File: src/rtl/accelbrot_lane_dispatch.sv
// Fans the queue->loop enter stream out to NLANES loop lanes (packets kept atomic per lane)
// and round-robin merges the per-lane exit streams into one registered exit stream.

module accelbrot_lane_port #(
    parameter int WWIDTH       = 34,
    parameter int TWIDTH       = 24,
    parameter int MAX_INFLIGHT = 64,
    parameter int IFW          = 7
) (
    input  logic              clk,
    input  logic              rst,
    input  logic              fwd,
    input  logic [WWIDTH-1:0] a,
    input  logic [WWIDTH-1:0] b,
    input  logic [TWIDTH-1:0] tag,
    input  logic              start,
    input  logic              inc,
    input  logic              dec,
    input  logic              lane_bp,
    output logic [WWIDTH-1:0] lane_a,
    output logic [WWIDTH-1:0] lane_b,
    output logic [TWIDTH-1:0] lane_tag,
    output logic              lane_start,
    output logic              lane_valid,
    output logic [IFW-1:0]    inflight,
    output logic              eligible
);
    logic dec_ok;

    // never let a stray exit wrap the counter below zero
    assign dec_ok   = dec && (inflight != '0);
    assign eligible = !lane_bp && (inflight < IFW'(MAX_INFLIGHT));

    always_ff @(posedge clk) begin
        if (rst) begin
            lane_a     <= '0;
            lane_b     <= '0;
            lane_tag   <= '0;
            lane_start <= 1'b0;
            lane_valid <= 1'b0;
            inflight   <= '0;
        end else begin
            lane_valid <= fwd;
            lane_start <= fwd && start;
            if (fwd) begin
                lane_a   <= a;
                lane_b   <= b;
                lane_tag <= tag;
            end
            case ({inc, dec_ok})
                2'b10:   inflight <= inflight + 1'b1;
                2'b01:   inflight <= inflight - 1'b1;
                default: inflight <= inflight;
            endcase
        end
    end
endmodule

module accelbrot_lane_dispatch #(
    parameter int NLANES       = 3,
    parameter int NWORDS       = 8,
    parameter int WWIDTH       = 34,
    parameter int TWIDTH       = 24,
    parameter int CWIDTH       = 20,
    parameter int SEL_MODE     = 0,
    parameter int MAX_INFLIGHT = 64
) (
    input  logic                           clk,
    input  logic                           rst,
    input  logic [WWIDTH-1:0]              enter_a,
    input  logic [WWIDTH-1:0]              enter_b,
    input  logic [TWIDTH-1:0]              enter_tag,
    input  logic                           enter_start,
    input  logic                           enter_valid,
    output logic                           enter_bp,
    output logic [NLANES-1:0][WWIDTH-1:0]  lane_a,
    output logic [NLANES-1:0][WWIDTH-1:0]  lane_b,
    output logic [NLANES-1:0][TWIDTH-1:0]  lane_tag,
    output logic [NLANES-1:0]              lane_start,
    output logic [NLANES-1:0]              lane_valid,
    input  logic [NLANES-1:0]              lane_bp,
    input  logic [NLANES-1:0][TWIDTH-1:0]  lane_exit_tag,
    input  logic [NLANES-1:0][CWIDTH-1:0]  lane_exit_count,
    input  logic [NLANES-1:0]              lane_exit_valid,
    output logic [NLANES-1:0]              lane_exit_ready,
    output logic [TWIDTH-1:0]              exit_tag,
    output logic [CWIDTH-1:0]              exit_count,
    output logic                           exit_valid,
    input  logic                           exit_ready,
    output logic [31:0]                    sts_num_dispatched,
    output logic [31:0]                    sts_num_merged,
    output logic                           sts_proto_err
);
    localparam int LW  = (NLANES > 1) ? $clog2(NLANES) : 1;
    localparam int BW  = (NWORDS > 1) ? $clog2(NWORDS) : 1;
    localparam int IFW = $clog2(MAX_INFLIGHT + 1);
    localparam logic [BW-1:0] LAST = BW'(NWORDS - 1);

    typedef enum logic {IDLE, FWD} state_t;

    state_t                       state_q, state_d;
    logic [BW-1:0]                beat_q, beat_d;
    logic [LW-1:0]                sel_q, sel_d, pick, fwd_lane, rr_ptr, mrg_ptr, gnt;
    logic                         accept, fwd_beat, proto, any_elig, found, gfound, load_allowed;
    logic [NLANES-1:0]            elig, fwd_vec, inc_vec;
    logic [NLANES-1:0][IFW-1:0]   inflight;
    logic [IFW-1:0]               min_cnt;

    for (genvar i = 0; i < NLANES; i++) begin : g_lane
        accelbrot_lane_port #(
            .WWIDTH(WWIDTH), .TWIDTH(TWIDTH), .MAX_INFLIGHT(MAX_INFLIGHT), .IFW(IFW)
        ) u_port (
            .clk(clk), .rst(rst), .fwd(fwd_vec[i]),
            .a(enter_a), .b(enter_b), .tag(enter_tag), .start(enter_start),
            .inc(inc_vec[i]), .dec(lane_exit_ready[i]), .lane_bp(lane_bp[i]),
            .lane_a(lane_a[i]), .lane_b(lane_b[i]), .lane_tag(lane_tag[i]),
            .lane_start(lane_start[i]), .lane_valid(lane_valid[i]),
            .inflight(inflight[i]), .eligible(elig[i])
        );
    end

    // lane selection: round-robin from rr_ptr, or least-in-flight with lowest-index tie-break
    always_comb begin
        pick    = '0;
        found   = 1'b0;
        min_cnt = '1;
        if (SEL_MODE == 0) begin
            for (int k = 0; k < NLANES; k++) begin
                int idx;
                idx = (int'(rr_ptr) + k) % NLANES;
                if (!found && elig[idx]) begin
                    pick  = LW'(idx);
                    found = 1'b1;
                end
            end
        end else begin
            for (int i = 0; i < NLANES; i++) begin
                if (elig[i] && (!found || inflight[i] < min_cnt)) begin
                    pick    = LW'(i);
                    min_cnt = inflight[i];
                    found   = 1'b1;
                end
            end
        end
    end

    assign any_elig = |elig;
    assign enter_bp = (state_q == IDLE) ? !any_elig : (beat_q != LAST);

    always_comb begin
        state_d  = state_q;
        beat_d   = beat_q;
        sel_d    = sel_q;
        accept   = 1'b0;
        fwd_beat = 1'b0;
        fwd_lane = sel_q;
        proto    = 1'b0;
        case (state_q)
            IDLE: begin
                if (enter_valid && enter_start) begin
                    if (!enter_bp) begin
                        accept   = 1'b1;
                        fwd_beat = 1'b1;
                        fwd_lane = pick;
                        sel_d    = pick;
                        if (NWORDS > 1) begin
                            state_d = FWD;
                            beat_d  = BW'(1);
                        end
                    end else begin
                        proto = 1'b1;
                    end
                end
            end
            FWD: begin
                if (enter_valid) begin
                    if (enter_start) begin
                        proto = 1'b1;
                    end else begin
                        fwd_beat = 1'b1;
                        if (beat_q == LAST) begin
                            state_d = IDLE;
                            beat_d  = '0;
                        end else begin
                            beat_d = beat_q + 1'b1;
                        end
                    end
                end
            end
            default: state_d = IDLE;
        endcase
    end

    always_comb begin
        fwd_vec = '0;
        inc_vec = '0;
        if (fwd_beat) fwd_vec[fwd_lane] = 1'b1;
        if (accept)   inc_vec[pick]     = 1'b1;
    end

    // merge grant: first valid lane at or after mrg_ptr
    always_comb begin
        gnt             = '0;
        gfound          = 1'b0;
        lane_exit_ready = '0;
        load_allowed    = !exit_valid || exit_ready;
        for (int k = 0; k < NLANES; k++) begin
            int idx;
            idx = (int'(mrg_ptr) + k) % NLANES;
            if (!gfound && lane_exit_valid[idx]) begin
                gnt    = LW'(idx);
                gfound = 1'b1;
            end
        end
        if (load_allowed && gfound) lane_exit_ready[gnt] = 1'b1;
    end

    always_ff @(posedge clk) begin
        if (rst) begin
            state_q            <= IDLE;
            beat_q             <= '0;
            sel_q              <= '0;
            rr_ptr             <= '0;
            mrg_ptr            <= '0;
            exit_tag           <= '0;
            exit_count         <= '0;
            exit_valid         <= 1'b0;
            sts_num_dispatched <= '0;
            sts_num_merged     <= '0;
            sts_proto_err      <= 1'b0;
        end else begin
            state_q <= state_d;
            beat_q  <= beat_d;
            sel_q   <= sel_d;
            if (accept) begin
                rr_ptr             <= (pick == LW'(NLANES - 1)) ? '0 : pick + 1'b1;
                sts_num_dispatched <= sts_num_dispatched + 32'd1;
            end
            if (proto) sts_proto_err <= 1'b1;
            if (exit_valid && exit_ready) sts_num_merged <= sts_num_merged + 32'd1;
            if (load_allowed) begin
                exit_valid <= gfound;
                if (gfound) begin
                    exit_tag   <= lane_exit_tag[gnt];
                    exit_count <= lane_exit_count[gnt];
                    mrg_ptr    <= (gnt == LW'(NLANES - 1)) ? '0 : gnt + 1'b1;
                end
            end
        end
    end
endmodule

File: config.mk
export PLATFORM = sky130hd
export DESIGN_NAME = accelbrot_lane_dispatch
export DESIGN_NICKNAME = d
export VERILOG_FILES = /design/src/rtl/accelbrot_lane_dispatch.sv
export SDC_FILE = /design/constraint.sdc
export NUM_CORES = 1
export LEC_CHECK = 0
export ABC_AREA = 0
export ABC_CLOCK_PERIOD_IN_PS = 3800
export CAP_MARGIN = 40
export CORE_AREA = 5 5 244 246
export CTS_CLUSTER_DIAMETER = 50
export CTS_CLUSTER_SIZE = 25
export DETAILED_ROUTE_END_ITERATION = 8
export DIE_AREA = 0 0 249 251
export PLACE_DENSITY_LB_ADDON = 0.05
export SLEW_MARGIN = 15
export SYNTH_ARGS = -nofsm -noshare
export SYNTH_HDL_FRONTEND = slang
export SYNTH_HIERARCHICAL = 1
export SYNTH_SLANG_ARGS = --single-unit
File: constraint.sdc
create_clock -name clk -period 3.8 [get_ports clk]
set_clock_uncertainty 0.1 [all_clocks]
set_input_delay 0.76 -clock clk [delete_from_list [all_inputs] [get_ports clk]]
set_output_delay 0.76 -clock clk [all_outputs]
set_load 0.01 [all_outputs]
[After elaboration in Yosys (flattened, before gate mapping)]
Cells that the tools add are included.
Storage, ports and cells
  flip-flop bits (word level): 423
  input port bits: 235
  output and inout port bits: 396
Cells by class
  add/sub/neg operators: 15
  divide/modulo/power cells: 6
  order comparisons: 15
  equal/unequal tests: 14
  muxes and demuxes: 72
  bitwise operators: 1
  reductions and logical operators: 38
Operator list (count)
  $lt A32 B4 Y1 const B: 6
  $mod A32 B3 Y32 const B: 4
  $add A32 B1 Y32 const B: 2
  $mod A3 B3 Y32 const B: 2
  $bmux W24 S2: 1
  $pmux W7 S2: 3
  $bmux W20 S2: 1
  $mux W1: 33
  $mux W24: 1
  $mux W3: 8
  $mux W2: 11
  $add A7 B1 Y7 const B: 3
  $lt A7 B7 Y1 const B: 3
  $reduce_bool A7 Y1: 3
  $sub A7 B1 Y7 const B: 3
  $mux W20: 1
  $logic_and A1 B1 Y1: 19
  $bmux W1 S2: 6
  $eq A2 B2 Y1 const B: 5
  $logic_not A1 Y1: 9
  $lt A2 B3 Y1 const B: 3
  $add A2 B1 Y3 const B: 2
  $add A2 B2 Y3 const B: 2
  $demux W1 S2: 3
  16 further kinds: 27

[Logic depth before layout (Yosys ltp)]
  word-level depth: 21
  depth in mapped cells: 17

[By module]
Netlist, hierarchy kept.
By module, submodules not included
  accelbrot_lane_port at g_lane[0].u_port ...: times used 2, cells each 366, area each 3829.9 µm²
  accelbrot_lane_dispatch: times used 1, cells each 664, area each 5739.3 µm²
  accelbrot_lane_port at g_lane[2].u_port: times used 1, cells each 366, area each 3823.7 µm²

[Worst setup path after synthesis]
OpenSTA, ideal clock, no wires.
  path type: in2reg
  start: input lane_exit_valid[1]
  end: register g_lane[2].u_port.inflight[4]
  library setup time: 0.079 ns
  arrival: 3.776 ns
  slack: -0.155 ns
  stages: 15
  buffers on the path: 3
  cell sequence: or2_2 buf_2 a21oi_1 nor4_1 buf_2 buf_2 and2_1 a21boi_0 ha_1 inv_1 fa_1 nand2b_1 o2bb2ai_2 or4_1 o211ai_1
On the way
  word-level cells in the longest chain between the ends: 18
  elaborated cells between the ends (all ways): 31
  classes of those cells: order compare: 2; eq/ne: 2; mux: 19; reduce/logical: 8
RTL lines
  start, declared: line 84  | input logic [NLANES-1:0] lane_exit_valid,
  $bmux W1 S2: line 210  | if (!gfound && lane_exit_valid[idx]) begin
  $mux W1 (implied by the code) (2 in series): line 210
  $mux W1: line 210
  $logic_not A1 Y1: line 210
  $logic_and A1 B1 Y1: line 210
  $mux W1: line 210
  $logic_not A1 Y1: line 210
  $logic_and A1 B1 Y1: line 210
  [2 not listed]
  $logic_and A1 B1 Y1 (implied by the code): line 215  | if (load_allowed && gfound) lane_exit_ready[gnt] = 1'b1;
  $mux W1 (implied by the code): line 215
  $demux W1 S2: line 215
  $mux W3 (*): line 215
  net lane_exit_ready[2]: line 85  | output logic [NLANES-1:0] lane_exit_ready,
  $logic_and A1 B1 Y1 (*): line 31  | assign dec_ok = dec && (inflight != '0);
  $eq A2 B1 Y1 or $eq A2 B2 Y1 (tied branches): line 50  | case ({inc, dec_ok})
  $pmux W7 S2 or $reduce_bool A2 Y1 (tied branches)
  end signal, assigned: line 51  | 2'b10: inflight <= inflight + 1'b1;
  end signal, assigned: line 52  | 2'b01: inflight <= inflight - 1'b1;
  end signal, assigned: line 53  | default: inflight <= inflight;
  end, declared: line 25  | output logic [IFW-1:0] inflight,
The timed path passes the listed nets; every way through them passes the cells marked *. The select of a mux whose other input is x is not followed.
A chain may end at the register's enable or synchronous reset.

[Worst setup path after layout]
  start: input lane_exit_valid[2]
  end: output lane_exit_ready[2]
On the way
  word-level cells in the longest chain between the ends: 15
  elaborated cells between the ends (all ways): 26
  classes of those cells: order compare: 2; mux: 18; reduce/logical: 6
RTL lines (line)
  $bmux W1 S2: 210
  $mux W1 (implied by the code) (2 in series): 210
  $mux W1: 210
  $logic_not A1 Y1: 210
  $logic_and A1 B1 Y1: 210
  $mux W1: 210
  $logic_not A1 Y1: 210
  $logic_and A1 B1 Y1: 210
  $mux W2: 210
  $lt A2 B3 Y1 (implied by the code) or $ge A2 B1 Y1 (tied branches): 215
  $logic_and A1 B1 Y1 (implied by the code): 215
  $mux W1 (implied by the code): 215
  $demux W1 S2: 215
  $mux W3 (*): 215
  end, declared: 85
Every way passes the cells marked *; elsewhere a longest branch is shown, timed or not. The select of a mux whose other input is x is not followed.

==> run metrics <==
status=finished clean; Max FO, Critical Path=6; worst skew pair latency=0.59 ns; multi-input gate area in the final layout=8094 sq um; Tcrit/Tclk final=0.9581; Max-slew headroom=0.5638; WP data required=2.94 ns; top-count cell post-synth=dfxtp_1; post-synth top area share=0.4917; fillers=5,324; largest net degree at the start of global routing=142; leading post-synthesis cells by cell area=dfxtp_1 (49%), mux2i_1 (16%), nor2_1 (9.0%); sequential element share of the synthesized area=0.4917; vias in the first global route=around 15,000; Tot Pwr=13.27 mW; CTS tree=built; Num CTS Buffers=55; Post-CTS Setup Bufs=0; post-DR wirelength/cell=between 15 and 20 um; Fin. Hold Viols=0; Main synth FF type=dfxtp_1; Register Area=8468 sq um; Hold-fix buffers, CTS=0; Die H=251 um; Die Span X=249 um; Max Cap Viol=0; ANT nets after route=0; first-pass GRT wire length=between 90,000 and 100,000 um; crit path capture type=output port; Syn-to-layout area delta=54.36%; YS warnings=6; share of layout cells above drive strength 1=0.08344; Most Frequent Cell on Critical Path=clkdlybuf4s50_1; CP cell instances=clkdlybuf4s50_1, or2_2, a21oi_1, nor4_4, and2_4, buf_4, clkdlybuf4s50_1; Clock Sinks=423; Final Wtd Congestion=roughly 0.86; initial core utilization=0.3014; Pleak=9.446 nW; cell family with the largest share of critical-path delay=buffers and inverters; Root Buffer=clkbuf_16; fmax=274.7 MHz; maximum vdd drop=0.3358 mV; nets@finish=2,666; port buffer count=630; startpoint types=input pin; placed cell areas=between 20,000 and 25,000 sq um; total gr overflow=0; unique cell type count in the Yosys netlist=64; Die ar.=around 62,000 sq um; # IOs=631; Setup Crit Path Kind=input pin to output port; number of remaining DRC errors=0; Synth Instances=1,762; Post-Syn Area=17,220 sq um; placed cells=between 3,000 and 4,000; worst-margin pin slew=between 0.6 and 0.7 ns; vias=15,100; Power Dens Cells=499.2 nW/um^2; post_cts resized=2; final setup vio count=0; syn_nets=2,028; H-tree Lvls=2; Yosys reg bits=423; buffer and inverter count on the worst path=3; crit path DAT=2.78 ns; Via density=4.699; Post-Route WL=61,260 um; RSZ-0062 raised after global routing=no; Post-synth EDFFs=0; post-layout util=0.4652; antenna violations before repair=4; final instance area=26,590 sq um; dpl hpwl=about 45,000 um; post-synthesis async set-or-reset flop share=0; Site Rows=88; crit-path max cell delay=0.57 ns; Reg clk slew, reported paths=0.06 ns; GRT Total Usage=0.1845; Tmin final=3.641 ns; Layout Cells excl Fill=3,214; GRT Max-Usage Layer=met2; final max-slew violation count=0; Synth top cells by count=dfxtp_1 (423), nor2_1 (412), mux2i_1 (281); area leader, netlist=dfxtp_1; met3 Usage GRT=0.07149; M2 GR Usage=0.3136; met1 capacity usage during global routing=0.2105; hold crit path type=register to register; core area=57,140 sq um; DRT Pass-1 Iters=8; initial drt markers=834; Mean Syn Cell Area=around 9.8 sq um; Max clock buf depth=3; critical path's slowest cell=clkdlybuf4s50_1
## layout make-up
cell class / instances / share of cell area
multi-input combinational: 1188 / 0.3045
antenna: 4 / 0.0003765
timing repair buffer: 696 / 0.2658
sequential: 423 / 0.3185
clock inverter: 43 / 0.01708
clock buffer: 59 / 0.05271
inverter: 36 / 0.005083
tap: 765 / 0.03600
## path summary, 6_finish.rpt
kind	depth (start not counted)	start	slack, ns	end
worst min register to register	2	beat_q[1]$_SDFFE_PP0P_	0.36	beat_q[1]$_SDFFE_PP0P_
worst min-delay path	2	beat_q[1]$_SDFFE_PP0P_	0.36	beat_q[1]$_SDFFE_PP0P_
worst max register to register	14	mrg_ptr[0]$_SDFFE_PP0P_	0.46	g_lane[0].u_port/inflight[4]$_SDFFE_PP0P_
worst max-delay path	7	lane_exit_valid[2]	0.16	lane_exit_ready[2]
## flip-flops by register name, summed over array words and instances, names as in the netlist
signal / count
g_lane.u_port/inflight: 21
g_lane.u_port/lane_valid: 3
beat_q: 3
sts_num_merged: 32
exit_tag: 24
sel_q: 2
sts_num_dispatched: 32
exit_count: 20
g_lane.u_port/lane_tag: 72
exit_valid: 1
rr_ptr: 2
g_lane.u_port/lane_a: 102
sts_proto_err: 1
state_q: 1
mrg_ptr: 2
g_lane.u_port/lane_b: 102
g_lane.u_port/lane_start: 3
## kinds of logic after synthesis
logic type	after synthesis	share of synthesized area
flip-flops	423	0.4917
XOR/XNOR	57	0.02899
buffers and inverters	151	0.04250
AND/OR/NAND/NOR	621	0.1614
AO/OA/AOI/OAI	198	0.08834
multiplexers	281	0.1633
adder cells (fa/ha/maj)	31	0.02383
## worst register-to-register path: cells and delay by family (launching register included)
kind                     cells  cell delay [ns]
adder cells (fa/ha/maj)      3             0.92
flip-flops                   1             0.35
buffers and inverters        2             0.11
AO/OA/AOI/OAI                5             0.87
AND/OR/NAND/NOR              4             0.91
## stage by stage
| step | setup TNS, ns | worst slack (ns) | hold WS [ns] |
|---|---|---|---|
| floorplan | 0 | 0.01278 | 0.3356 |
| global placement | -0.8358 | -0.1626 | 0.3442 |
| detailed placement | -1.261 | -0.2349 | 0.3559 |
| CTS | 0 | 0.006133 | 0.3643 |
| global route | 0 | 0.02756 | 0.3996 |
| finish | 0 | 0.1592 | 0.3576 |
## routing by layer
layer / wire length [um] / vias up / part of all wire
li1: - / 7468 / -
met1: 24300 / 7061 / 0.40
met2: 29660 / 465 / 0.48
met3: 5229 / 109 / 0.085
met4: 2070 / 0 / 0.034
met5: 0 / - / 0
## cells in the final DEF, fill, tap and decap left out, types with 4 or more instances in the layout
master	n
xor2_1	31
nor2_1	412
inv_8	5
nand4_1	18
clkinv_4	5
inv_6	16
nand3_1	31
or3_1	17
nor4_1	7
a21oi_1	38
o21ai_0	22
nor2b_1	7
nand2_1	53
or4_1	5
buf_4	46
inv_1	35
dfxtp_1	423
buf_12	19
mux2i_1	281
a222oi_1	45
nor3_2	4
nor3_1	20
ha_1	24
a211oi_1	44
ha_2	4
nand2b_1	6
clkbuf_16	55
o211ai_1	5
nor4_4	4
and3_1	7
clkinvlp_4	8
diode_2	4
clkdlybuf4s50_1	627
and4_1	5
xnor2_1	26
and2_1	7
## report_power, final
part / total (mW) / internal [mW] / switching (mW)
registers: 4.97 / 4.77 / 0.202
logic: 3.05 / 1.50 / 1.55
clock network: 5.25 / 2.99 / 2.27
Power figures use the tool's default switching activity.
